--- src/rtl/lcd_pkg.sv ---
// Shared definitions for the HD44780-style LCD target model: opcode masks,
// DDRAM geometry, FSM/command enums and address-counter stepping.
package lcd_pkg;

  localparam logic [7:0] CMD_CLEAR = 8'h01;
  localparam logic [7:0] CMD_HOME  = 8'h02;
  localparam logic [7:0] CMD_ENTRY = 8'h04;
  localparam logic [7:0] CMD_DISP  = 8'h08;
  localparam logic [7:0] CMD_SHIFT = 8'h10;
  localparam logic [7:0] CMD_FUNC  = 8'h20;
  localparam logic [7:0] CMD_CGRAM = 8'h40;
  localparam logic [7:0] CMD_DDRAM = 8'h80;

  localparam logic [6:0] LINE0_BASE  = 7'h00;
  localparam logic [6:0] LINE1_BASE  = 7'h40;
  localparam logic [6:0] LINE_LAST   = 7'h27;
  localparam int unsigned COLS       = 16;
  localparam int unsigned DDRAM_DEPTH = 2 * COLS;
  localparam logic [7:0] ASCII_SPACE = 8'h20;
  localparam int unsigned CNT_W      = 16;

  typedef enum logic [1:0] {StIdle, StExec, StClearing, StBusyWait} state_e;

  typedef enum logic [3:0] {
    CmdNop, CmdClear, CmdHome, CmdEntry, CmdDisp, CmdShift, CmdFunc, CmdCgram, CmdDdram
  } cmd_e;

  // The highest set bit selects the instruction.
  function automatic cmd_e cmd_decode(input logic [7:0] d);
    cmd_e cmd;
    if ((d & CMD_DDRAM) != 8'h00)      cmd = CmdDdram;
    else if ((d & CMD_CGRAM) != 8'h00) cmd = CmdCgram;
    else if ((d & CMD_FUNC) != 8'h00)  cmd = CmdFunc;
    else if ((d & CMD_SHIFT) != 8'h00) cmd = CmdShift;
    else if ((d & CMD_DISP) != 8'h00)  cmd = CmdDisp;
    else if ((d & CMD_ENTRY) != 8'h00) cmd = CmdEntry;
    else if ((d & CMD_HOME) != 8'h00)  cmd = CmdHome;
    else if ((d & CMD_CLEAR) != 8'h00) cmd = CmdClear;
    else                               cmd = CmdNop;
    return cmd;
  endfunction

  // Two 40-byte line windows chained end to end in both directions.
  function automatic logic [6:0] ac_step(input logic [6:0] ac, input logic inc);
    logic [6:0] nxt;
    if (inc) begin
      if (ac == LINE0_BASE + LINE_LAST)      nxt = LINE1_BASE;
      else if (ac == LINE1_BASE + LINE_LAST) nxt = LINE0_BASE;
      else                                   nxt = ac + 7'd1;
    end else begin
      if (ac == LINE1_BASE)      nxt = LINE0_BASE + LINE_LAST;
      else if (ac == LINE0_BASE) nxt = LINE1_BASE + LINE_LAST;
      else                       nxt = ac - 7'd1;
    end
    return nxt;
  endfunction

endpackage

--- src/rtl/lcd_bus_sync.sv ---
// Two-flop synchronizer for the asynchronous LCD bus; flags the synchronized
// falling edge of e and holds rs/rw/data as sampled while e was high.
module lcd_bus_sync (
  input  logic       clk,
  input  logic       reset,
  input  logic       pin_e,
  input  logic       pin_rs,
  input  logic       pin_rw,
  input  logic [7:0] pin_data,
  output logic       e_fall,
  output logic       e_high,
  output logic       rs,
  output logic       rw,
  output logic [7:0] data
);

  logic [10:0] meta_q;
  logic [10:0] sync_q;
  logic [9:0]  hold_q;
  logic        e_prev_q;

  always_ff @(posedge clk or negedge reset) begin
    if (!reset) begin
      meta_q   <= '0;
      sync_q   <= '0;
      hold_q   <= '0;
      e_prev_q <= 1'b0;
    end else begin
      meta_q   <= {pin_e, pin_rs, pin_rw, pin_data};
      sync_q   <= meta_q;
      e_prev_q <= sync_q[10];
      if (sync_q[10]) hold_q <= sync_q[9:0];
    end
  end

  assign e_high = sync_q[10];
  assign e_fall = e_prev_q & ~sync_q[10];
  // After e drops the pins may already be changing; present the last e-high sample.
  assign {rs, rw, data} = e_high ? sync_q[9:0] : hold_q;

endmodule

--- src/rtl/lcd_responder.sv ---
// Target-side model of a 2x16 character LCD: decodes bus accesses, executes the
// command set against a 32-byte DDRAM and exposes a registered scanner read port.
module lcd_responder
  import lcd_pkg::*;
#(
  parameter int unsigned BUSY_CYCLES = 4,
  parameter int unsigned HOME_CYCLES = 16,
  parameter int unsigned CLR_CYCLES  = 40
) (
  input  logic       clk,
  input  logic       reset,
  input  logic       lcd_e,
  input  logic       lcd_rs,
  input  logic       lcd_rw,
  input  logic [7:0] lcd_data_in,
  output logic [7:0] lcd_data_out,
  output logic       lcd_data_oe,
  input  logic       rd_line,
  input  logic [3:0] rd_col,
  output logic [7:0] rd_char,
  output logic [6:0] addr_cnt,
  output logic       disp_on,
  output logic       cursor_on,
  output logic       blink_on,
  output logic       inc_dec,
  output logic       two_line,
  output logic       busy,
  output logic       overrun
);

  logic       bus_e_fall, bus_e_high, bus_rs, bus_rw;
  logic [7:0] bus_data;

  lcd_bus_sync u_sync (
    .clk      (clk),
    .reset    (reset),
    .pin_e    (lcd_e),
    .pin_rs   (lcd_rs),
    .pin_rw   (lcd_rw),
    .pin_data (lcd_data_in),
    .e_fall   (bus_e_fall),
    .e_high   (bus_e_high),
    .rs       (bus_rs),
    .rw       (bus_rw),
    .data     (bus_data)
  );

  state_e           state_q, state_d;
  logic [CNT_W-1:0] cnt_q, cnt_d;
  logic [4:0]       clr_idx_q, clr_idx_d;
  logic [6:0]       ac_q, ac_d;
  logic             disp_q, disp_d, cursor_q, cursor_d, blink_q, blink_d;
  logic             inc_dec_q, inc_dec_d, two_line_q, two_line_d;
  logic             overrun_q, overrun_d;
  logic [7:0]       ddram_q [DDRAM_DEPTH];
  logic [7:0]       rd_char_q;

  logic       mem_we;
  logic [4:0] mem_addr;
  logic [7:0] mem_wdata;
  logic       ac_mapped;
  logic [4:0] ac_idx;
  logic [7:0] ac_char;
  logic       wr_acc, rd_acc;

  assign busy      = (state_q != StIdle);
  assign ac_mapped = (ac_q[5:4] == 2'b00);
  assign ac_idx    = {ac_q[6], ac_q[3:0]};
  assign ac_char   = ac_mapped ? ddram_q[ac_idx] : ASCII_SPACE;
  assign wr_acc    = bus_e_fall & ~bus_rw;
  assign rd_acc    = bus_e_fall & bus_rw;

  always_comb begin
    state_d    = state_q;
    cnt_d      = cnt_q;
    clr_idx_d  = clr_idx_q;
    ac_d       = ac_q;
    disp_d     = disp_q;
    cursor_d   = cursor_q;
    blink_d    = blink_q;
    inc_dec_d  = inc_dec_q;
    two_line_d = two_line_q;
    overrun_d  = 1'b0;
    mem_we     = 1'b0;
    mem_addr   = ac_idx;
    mem_wdata  = bus_data;

    // cnt_q holds the remaining busy cycles minus one; busy ends when it hits zero.
    if (state_q != StIdle) cnt_d = cnt_q - 1'b1;

    unique case (state_q)
      StIdle:     ;
      StExec:     state_d = StBusyWait;
      StClearing: begin
        mem_we    = 1'b1;
        mem_addr  = clr_idx_q;
        mem_wdata = ASCII_SPACE;
        clr_idx_d = clr_idx_q + 1'b1;
        if (clr_idx_q == 5'(DDRAM_DEPTH - 1)) state_d = StBusyWait;
      end
      StBusyWait: ;
    endcase

    if (state_q != StIdle && cnt_q == '0) state_d = StIdle;

    if (wr_acc) begin
      if (busy) begin
        overrun_d = 1'b1;
      end else if (bus_rs) begin
        mem_we  = ac_mapped;
        ac_d    = ac_step(ac_q, inc_dec_q);
        state_d = StExec;
        cnt_d   = CNT_W'(BUSY_CYCLES - 1);
      end else begin
        state_d = StExec;
        cnt_d   = CNT_W'(BUSY_CYCLES - 1);
        unique case (cmd_decode(bus_data))
          CmdDdram: ac_d = bus_data[6:0];
          CmdCgram: ;
          CmdFunc:  two_line_d = bus_data[3];
          CmdShift: if (!bus_data[3]) ac_d = ac_step(ac_q, bus_data[2]);
          CmdDisp:  {disp_d, cursor_d, blink_d} = bus_data[2:0];
          CmdEntry: inc_dec_d = bus_data[1];
          CmdHome: begin
            ac_d  = LINE0_BASE;
            cnt_d = CNT_W'(HOME_CYCLES - 1);
          end
          CmdClear: begin
            ac_d      = LINE0_BASE;
            inc_dec_d = 1'b1;
            clr_idx_d = '0;
            state_d   = StClearing;
            cnt_d     = CNT_W'(CLR_CYCLES - 1);
          end
          CmdNop: state_d = StIdle;
        endcase
      end
    end else if (rd_acc && bus_rs) begin
      ac_d = ac_step(ac_q, inc_dec_q);
    end
  end

  always_ff @(posedge clk or negedge reset) begin
    if (!reset) begin
      state_q    <= StIdle;
      cnt_q      <= '0;
      clr_idx_q  <= '0;
      ac_q       <= LINE0_BASE;
      disp_q     <= 1'b0;
      cursor_q   <= 1'b0;
      blink_q    <= 1'b0;
      inc_dec_q  <= 1'b1;
      two_line_q <= 1'b0;
      overrun_q  <= 1'b0;
      rd_char_q  <= ASCII_SPACE;
      for (int i = 0; i < DDRAM_DEPTH; i++) ddram_q[i] <= ASCII_SPACE;
    end else begin
      state_q    <= state_d;
      cnt_q      <= cnt_d;
      clr_idx_q  <= clr_idx_d;
      ac_q       <= ac_d;
      disp_q     <= disp_d;
      cursor_q   <= cursor_d;
      blink_q    <= blink_d;
      inc_dec_q  <= inc_dec_d;
      two_line_q <= two_line_d;
      overrun_q  <= overrun_d;
      rd_char_q  <= ddram_q[{rd_line, rd_col}];
      if (mem_we) ddram_q[mem_addr] <= mem_wdata;
    end
  end

  assign lcd_data_oe  = bus_e_high & bus_rw;
  assign lcd_data_out = lcd_data_oe ? (bus_rs ? ac_char : {busy, ac_q}) : 8'h00;
  assign rd_char      = rd_char_q;
  assign addr_cnt     = ac_q;
  assign disp_on      = disp_q;
  assign cursor_on    = cursor_q;
  assign blink_on     = blink_q;
  assign inc_dec      = inc_dec_q;
  assign two_line     = two_line_q;
  assign overrun      = overrun_q;

endmodule

--- config.mk ---
export PLATFORM = sky130hd
export DESIGN_NAME = lcd_responder
export DESIGN_NICKNAME = d
export VERILOG_FILES = /design/src/rtl/lcd_pkg.sv /design/src/rtl/lcd_bus_sync.sv /design/src/rtl/lcd_responder.sv
export SDC_FILE = /design/constraint.sdc
export NUM_CORES = 1
export LEC_CHECK = 0
export ABC_AREA = 0
export BUFFER_PORTS_ARGS = -buffer_cell sky130_fd_sc_hd__clkbuf_2
export CORE_MARGIN = 2
export CORE_UTILIZATION = 50
export CTS_BUF_LIST = sky130_fd_sc_hd__clkbuf_2 sky130_fd_sc_hd__clkbuf_4 sky130_fd_sc_hd__clkbuf_8
export DETAILED_ROUTE_END_ITERATION = 12
export PLACE_DENSITY = 0.66
export SETUP_SLACK_MARGIN = 0.3
export SYNTH_ARGS = -nofsm -noshare
export SYNTH_HDL_FRONTEND = slang
export SYNTH_HIERARCHICAL = 1
export SYNTH_SLANG_ARGS = --single-unit
--- constraint.sdc ---
create_clock -name clk -period 3.1 [get_ports clk]
set_input_delay 0.155 -clock clk [delete_from_list [all_inputs] [get_ports clk]]
set_output_delay 0.155 -clock clk [all_outputs]
set_load 0.05 [all_outputs]
; ---- Word level (Yosys, flattened, before mapping)
; Cells that the tools add are included.
[totals]
ff_bits = 333
in_bits = 18
output_inout_bits = 31
wordCells = 159
[classes]
n_addsub = 4
n_lt_le_gt_ge = 4
eq_ne = 16
mux = 62
bitwise = 11
n_reduce_logical = 15
[op_table]
columns = cell, count
row1 = 256-bit bitwise mux, 1
row2 = 8-bit binary-select mux with 5-bit select, 2
row3 = 7-bit two-way mux, 11
row4 = 8-bit two-way mux, 9
row5 = 16-bit two-way mux, 3
row6 = 8-bit demux with 5-bit select, 1
row7 = 5-bit two-way mux, 6
row8 = 7-bit case mux with 3 select lines, 1
row9 = "6-bit >= comparator, second input constant", 3
row10 = 5-bit NOT with 6-bit output, 3
row11 = 16-bit logical NOT, 1
row12 = 4-bit two-way mux, 4
row13 = 4-bit AND reduction, 4
row14 = "16-bit by 1-bit subtractor with 16-bit output, second input constant", 1
row15 = "7-bit == test, second input constant", 2
row16 = 2-bit two-way mux, 7
row17 = "4-bit by 3-bit == test with 1-bit output, second input constant", 3
row18 = 3-bit two-way mux, 4
row19 = 6-bit case mux with 2 select lines, 1
row20 = 10-bit two-way mux, 1
row21 = "4-bit by 2-bit == test with 1-bit output, second input constant", 2
row22 = 2-bit case mux with 2 select lines, 2
row23 = "7-bit by 1-bit adder with 7-bit output, second input constant", 1
row24 = "7-bit by 6-bit == test with 1-bit output, second input constant", 1
row25 = other kinds (22), 38

; ---- Depth between registers and ports, before layout
; Gate-level depths: netlist of the first run.
[depth]
word_depth = 18
ltp_mapped = 10
depth_no_buf = 8

; ---- Cells and area by module
; The synthesis of the first run kept the hierarchy.
[modules_own_cells]
columns = module, n_inst, cells_each, area_per_inst_um2, seq_area_each_um2
row1 = lcd_responder, 1, 1200, 16544.6, 7549.7
row2 = lcd_bus_sync, 1, 45, 992.2, 825.8

; ---- Least setup slack after synthesis of the first run
; OpenSTA, ideal clock, no wires.
[synth_timing]
kind = register to output
startpoint = register ac_q[1], in the netlist addr_cnt[1]
endpoint = output lcd_data_out[6]
arrival_ns = 2.941
required_ns = 2.945
slack_ns = 0.004
stages_incl_launch_ff = 9
n_path_buf = 3
path_cell_list = dfrtp_1 buf_2 buf_1 clkbuf_1 mux4_2 nand2_1 nand2_1 nand4_1 a41oi_1
[synth_via]
elab_chain_len = 7
[synth_lines]
columns = element, line_no
row1 = from (decl), lcd_responder.sv:51  ; logic [6:0] ac_q, ac_d;
row2 = from (signal assigned), lcd_responder.sv:148  ; ac_q <= LINE0_BASE;
row3 = from (signal assigned), lcd_responder.sv:161  ; ac_q <= ac_d;
row4 = 5-bit NOT with 6-bit output (not written as such), lcd_responder.sv:69  ; assign ac_char = ac_mapped ? ddram_q[ac_idx] : ASCII_SPACE;
row5 = 8-bit binary-select mux with 5-bit select, lcd_responder.sv:69
row6 = 8-bit two-way mux (not written as such) (2 in a row), lcd_responder.sv:69
row7 = 8-bit two-way mux, lcd_responder.sv:69
row8 = 8-bit two-way mux (2 in a row), lcd_responder.sv:174  ; assign lcd_data_out = lcd_data_oe ? (bus_rs ? ac_char : {busy, ac_q}) : 8'h00;
row9 = to (decl), lcd_responder.sv:16  ; output logic [7:0] lcd_data_out,
; No other way between the ends. The select of a mux whose other input is x is not followed.

; ---- Worst setup path in the final report of the first run
[layout_timing]
startpoint = register ac_q[0], in the netlist addr_cnt[0]
endpoint = output lcd_data_out[4]
; The elaborated chain is that of the path after synthesis.

==> results of run 1 <==
## sequential cells by signal (all words and copies together), names as in the netlist
| name | flops |
|---|---|
| addr_cnt | 7 |
| blink_on | 1 |
| clr_idx_q | 5 |
| cnt_q | 16 |
| cursor_on | 1 |
| ddram_q | 256 |
| disp_on | 1 |
| inc_dec | 1 |
| overrun | 1 |
| rd_char | 8 |
| state_q | 2 |
| two_line | 1 |
| u_sync/e_prev_q | 1 |
| u_sync/hold_q | 10 |
| u_sync/meta_q | 11 |
| u_sync/sync_q | 11 |
## worst reg2reg max path, cell delays in order (launching register included)
cell and delay, ns:
dfrtp_2 0.47, mux2_4 0.37, nand4b_1 0.27, nand2b_1 0.23, a32oi_2 0.37, nor2_1 0.16
nand2_1 0.10, buf_4 0.24, mux2_2 0.36
## per-layer routing
| layer | track usage | up-vias | wire length (um) |
|---|---|---|---|
| met1 | 0.388 | 6122 | 20400 |
| met5 | 0 | - | 0 |
| met2 | 0.431 | 423 | 23100 |
| met3 | 0.0512 | 86 | 2920 |
| met4 | 0.0879 | 0 | 1360 |
| li1 | - | 4998 | - |
## power by group through the flow
stage,logic [mW],registers [mW],clock network (mW)
after floorplan,5.48,7.05,0
final,8.37,7.23,4.25
after CTS,8.17,7.19,4.34
after global routing,8.87,7.43,4.56
after global placement,7.61,7.21,0
after detailed placement,7.74,7.32,0
## how the worst max path moves through the flow
stage / slack (ns) / to / startpoint / cells after the start
global route: -0.05 / lcd_data_out[1] / addr_cnt[0]$_DFFE_PN0P_ / 7
detailed placement: 0.26 / lcd_data_out[2] / addr_cnt[0]$_DFFE_PN0P_ / 7
finish: 0.01 / lcd_data_out[4] / addr_cnt[0]$_DFFE_PN0P_ / 9
CTS: -0.07 / lcd_data_out[2] / addr_cnt[0]$_DFFE_PN0P_ / 8
global placement: 0.27 / lcd_data_out[2] / addr_cnt[0]$_DFFE_PN0P_ / 7
floorplan: 0.33 / lcd_data_out[6] / addr_cnt[1]$_DFFE_PN0P_ / 8
## per-stage QoR
stage	instances	setup WS, ns
5_1_grt	1859	-0.0542
3_3_place_gp	1730	0.267
4_1_cts	1856	-0.0682
3_5_place_dp	1730	0.264
2_1_floorplan	1245	0.327
6_report	1859	0.0102
## cell usage in the layout (no fill, tap or decap), drive strengths merged, types with 9 or more instances in the layout
master	count
nor2	63
dfstp	34
inv	18
nor2b	13
or3	10
mux4	144
nor3	12
nand2	62
buf	91
mux2i	12
ha	10
a22oi	13
mux2	277
o21ai	25
a211oi	11
clkinv	9
a21oi	24
nand3	21
clkbuf	136
dlygate4sd3	12
dfrtp	299
o22ai	9
## timing repair
action                                 in CTS  in global routing
pin swaps                                   6                  8
setup endpoints to repair                  33                270
hold buffers                               12                  0
endpoints found under the hold margin      95                  0
cloned                                      0                  0
gates resized for setup                    52                 29
buffers inserted                            9                  2
## kinds of logic (layout without fill, tap and decap cells)
logic type,count (synthesis),count (layout)
buffers and inverters,108,267
multiplexers,433,433
AND/OR/NAND/NOR,220,220
flip-flops,333,333
XOR/XNOR,11,11
adder cells (fa/ha/maj),10,10
AO/OA/AOI/OAI,130,130
## final cells by class
class                      instances  area, sq um  area share
clock buffer                      94         1150      0.0561
clock inverter                    11         83.8     0.00409
inverter                          17         63.8     0.00311
multi-input combinational        804         8980       0.438
sequential                       333         8390       0.409
tap                              455          569      0.0278
timing repair buffer             145         1280      0.0626
==> flow_metrics.tcl, run 1 <==
set metrics [dict create \
    drc 0 \
    nets 1385 \
    port_buffers 48 \
    finalWirelength_mm 47.8 \
    pwr-share-seq 0.364 \
    cts_made_buffers 56 \
    synth.area.top_cells "dfrtp_1, mux4_2, mux2_2" \
    min_path_type "input port to async pin" \
    crit_family "buffers and inverters" \
    fin_tns_setup_ns 0 \
    placed_area_sq_um 18700 \
    slew_headroom 0.348 \
    whs_ns 0.0899 \
    die_area_sq_um 36600 \
    syn_to_final_growth_pct 17.0 \
    vias_per_cell 6.26 \
    timing.rr.start "u_sync/sync_q[10]$_DFF_PN0_" \
    rsz0062_at_grt "true" \
    switching_power_mw 7.32 \
    cts-root-buf "clkbuf_8" \
    synth-edff-count 0 \
    drive_gt1_frac 0.551 \
    critPathKind "flip-flop to output pin" \
    syn_nets 1273 \
    vias 11600 \
    reg2reg_to "ddram_q[56]$_DFFE_PN0P_" \
    period_needed_ns 3.09 \
    synth_xor_area_frac 0.00549 \
    synth_seq_area_share 0.478 \
    synth-compound-area-share 0.0501 \
    clock_latency_ns 0.66 \
    yosysWarnings 6 \
    worstPathArrival_ns 2.93 \
    p_leak_nw 9.08 \
    maxCapViolCount 0 \
    yosysTopAreaCell "dfrtp_1" \
    rows 68 \
    synth_ff_type "dfrtp_1" \
    p_sw_frac 0.369 \
    fin_util 0.594 \
    finalCritPeriodShare 0.997 \
    final_antenna_net_count 0 \
    synth_area_per_cell_sq_um 14.1 \
    p_comb_frac 0.422 \
    synth.most_common_cell "dfrtp_1" \
    track_usage 0.274 \
    worst-path-buf-inv 5 \
    synthCells 1245 \
    synth_mux_area_frac 0.372 \
    dieHeight_um 191 \
    synthArstFlopShare 1.00 \
    synth_area_sq_um 17500 \
    critPathCaptureType "output pin" \
    path_cells "buf_12 > buf_8 > buf_6 > mux4_2 > o22ai_4 > a211oi_2 > buf_4 > a22o_4 > clkbuf_16" \
    synthSimpleGateAreaFrac 0.0629 \
    fp.dieW_um 191 \
    antenna_found_initial 0 \
    finalSetupViolations 0 \
    clkPwrFrac 0.214 \
    ys_ff_latch 333 \
    skew_ns 0.0329 \
    worstSetupStartpointType "flip-flop" \
    first_iter_violations 1034 \
    hpwl_mm 31.0 \
    wl_per_cell_um 25.7 \
    clock.fmax_ghz 0.324 \
    cts_tree "built" \
    fillers 2716 \
    max_stage_delay_ns 0.51 \
    power.density_nw_per_um2 967 \
    path_clk_slew_ns 0.06 \
    grt_pass1_vias 11900 \
    worst_slew_pin_slew_ns 0.974 \
    finalHoldViolCount 0 \
    grt_max_degree 82 \
    htreeDepth 2 \
    finalPower_mw 19.8 \
    synth_adder_area_share 0.00713 \
    worst-path-max-fanout 5 \
    status "complete, no violations" \
    synth_top_area_frac 0.427 \
    vdd_drop_max_uv 450 \
    synth_top_family_by_area "multiplexers" \
    core_area_sq_um 34500 \
    synthTopCellsByCount "dfrtp_1, mux2_2, mux4_2" \
    num_antenna_cells 0 \
    yosysUniqueCellTypes 64 \
    cts.sinks 333 \
    clockBufferDepth 3 \
    intPower_mw 12.5 \
    start_util 0.508 \
    critPathSlowestCell "dfrtp_4" \
    grt_pass1_wl_mm 74.7 \
    gp_congestion 0.889 \
    fin_area_sq_um 20500 \
    io_pins 49 \
    slew_viol_final 0 \
    required_ns 2.94 \
    r2r_slack_ns 0.40 \
    dr.pass1.iters 7 \
    reg2regPathDepth 8 \
    grt-ovfl-total 0 \
]
(Power assumes the default switching activity.)
==> run 2: changes to the inputs <==
- RECOVER_POWER: default -> 50
==> run 2 against run 1 <==
- maximum frequency decreased by 0.19%
- wire length decreased by 0.19%
- clock power about the same
- via count decreased by 0.10%
- worst setup slack got worse by 0.0058 ns
- cell area decreased by 0.20%
- flip-flop and latch count unchanged
- sequential power about the same
- the run now ends with max-capacitance violations, max-slew violations left
- count of clock-buffer cells in the layout unchanged
- hold slack got worse by 0.0015 ns
- sequential share of layout area increased by 0.074 points
- largest cell class unchanged
==> flow_metrics.tcl, run 2 (synthesis results as in run 1) <==
set metrics [dict create \
    intPower_mw 12.5 \
    violations "max-capacitance violations, max-slew violations" \
    track_usage 0.274 \
    antenna_found_initial 0 \
    vdd_drop_max_uv 450 \
    cts_made_buffers 56 \
    syn_to_final_growth_pct 16.8 \
    top_regs "ddram_q (256), cnt_q (16)" \
    fin_tns_setup_ns 0 \
    p_comb_frac 0.422 \
    layout_commonest_cell "dfrtp_1" \
    dieHeight_um 191 \
    grt-ovfl-total 0 \
    skew_ns 0.0333 \
    required_ns 2.94 \
    path_clk_slew_ns 0.06 \
    worst-path-max-fanout 5 \
    rsz0062_at_grt "true" \
    period_needed_ns 3.10 \
    finalCritPeriodShare 0.999 \
    whs_ns 0.0885 \
    htreeDepth 2 \
    worst_slew_pin_slew_ns 2.07 \
    worstSetupStartpointType "flip-flop" \
    finalWirelength_mm 47.7 \
    grt_pass1_wl_mm 74.7 \
    worstPathArrival_ns 2.94 \
    cts_tree "built" \
    power.density_nw_per_um2 968 \
    cts-root-buf "clkbuf_8" \
    vias 11600 \
    start_util 0.508 \
    dr.pass1.iters 5 \
    fillers 2723 \
    wl_per_cell_um 25.7 \
    core_area_sq_um 34500 \
    fp.dieW_um 191 \
    gp_congestion 0.889 \
    min_path_type "input port to flip-flop" \
    critPathKind "flip-flop to output pin" \
    path_cells "buf_12 > buf_8 > buf_6 > mux4_2 > o22ai_4 > a211oi_2 > buf_4 > a22o_4 > clkbuf_16" \
    drc 0 \
    first_iter_violations 969 \
    port_buffers 48 \
    drive_gt1_frac 0.550 \
    fin_area_sq_um 20500 \
    rows 68 \
    nets 1385 \
    critPathSlowestCell "dfrtp_4" \
    final_cell_mix "dfrtp_1, mux2_2, mux4_2, clkbuf_8, buf_4" \
    io_pins 49 \
    switching_power_mw 7.32 \
    status "finished, violations left" \
    die_area_sq_um 36600 \
    p_leak_nw 9.07 \
    slew_headroom -0.380 \
    finalSetupViolations 0 \
    grt_max_degree 82 \
    hpwl_mm 31.0 \
    finalHoldViolCount 0 \
    clock_latency_ns 0.66 \
    vias_per_cell 6.25 \
    cts.sinks 333 \
    pwr-share-seq 0.364 \
    regMostFlops "ddram_q" \
    grt_pass1_vias 11900 \
    slew_viol_final 80 \
    critPathCaptureType "output pin" \
    p_sw_frac 0.369 \
    max_stage_delay_ns 0.51 \
    clkPwrFrac 0.214 \
    clockBufferDepth 3 \
    maxCapViolCount 1 \
    largest_reg_flops 256 \
    final_antenna_net_count 0 \
    placed_area_sq_um 18700 \
    num_antenna_cells 0 \
    clock.fmax_ghz 0.323 \
]
==> run 2: cell count changes in the layout (fill, tap and decap cells not counted), sizes merged <==
cell    previous run  this run
buf               91        88
clkbuf           136       139
==> run 2: metrics by stage <==
step	cells	setup slack (ns)	power (mW)	util
floorplan	1245	0.327	12.5	-
global placement	1730	0.267	14.8	0.541
detailed placement	1730	0.264	15.1	0.541
CTS	1856	-0.0682	19.7	0.590
global route	1859	-0.0807	20.9	0.593
finish	1859	0.00445	19.8	0.593
==> run 2: worst max-delay path, delay by kind of cell (launching register included) <==
kind / cells / cell delay (ns)
flip-flops: 1 / 0.51
multiplexers: 1 / 0.49
buffers and inverters: 5 / 0.76
AO/OA/AOI/OAI: 3 / 0.51
==> run 2: final cells by class <==
cell class	count	area [sq um]	share of cell area
Sequential cell	333	8380	0.409
Clock inverter	11	83.8	0.00409
Multi-Input combinational cell	804	8970	0.438
Clock buffer	94	1150	0.0562
Inverter	17	63.8	0.00312
Tap cell	455	569	0.0278
Timing Repair Buffer	145	1250	0.0610
==> run 2: worst paths after layout <==
check                                       startpoint                          to  slack, ns  depth (start not counted)
hold / removal                                 rd_line        rd_char[0]$_DFF_PN0_       0.09                          2
setup reg to reg           u_sync/sync_q[10]$_DFF_PN0_     ddram_q[56]$_DFFE_PN0P_       0.32                          8
hold reg to reg             u_sync/meta_q[2]$_DFF_PN0_  u_sync/sync_q[2]$_DFF_PN0_       0.35                          0
max in group asynchronous                        reset    ddram_q[129]$_DFFE_PN0P_       0.51                          3
min in group asynchronous                        reset  u_sync/sync_q[1]$_DFF_PN0_       0.63                          2
setup / recovery               addr_cnt[0]$_DFFE_PN0P_             lcd_data_out[4]      0.004                          9
==> run 2: what timing repair did <==
item / CTS / global route
hold buffers: 12 / 0
endpoints found under the setup margin: 33 / 270
pin swaps: 6 / 8
hold endpoints to repair: 95 / 0
gates resized for setup: 52 / 29
buffers inserted: 9 / 2
==> run 2: power by group through the flow <==
stage	registers, mW	clock network [mW]	logic, mW
CTS	7.19	4.34	8.17
global placement	7.21	0	7.61
finish	7.22	4.25	8.36
detailed placement	7.32	0	7.74
global route	7.43	4.56	8.86
floorplan	7.05	0	5.48
==> run 2: per-layer routing <==
layer  up-vias  track usage  wire length (um)
met3        87       0.0512              2950
met4         0       0.0879              1380
li1       5003            -                 -
met1      6115        0.388             20400
met5         -            0                 0
met2       412        0.431             23000
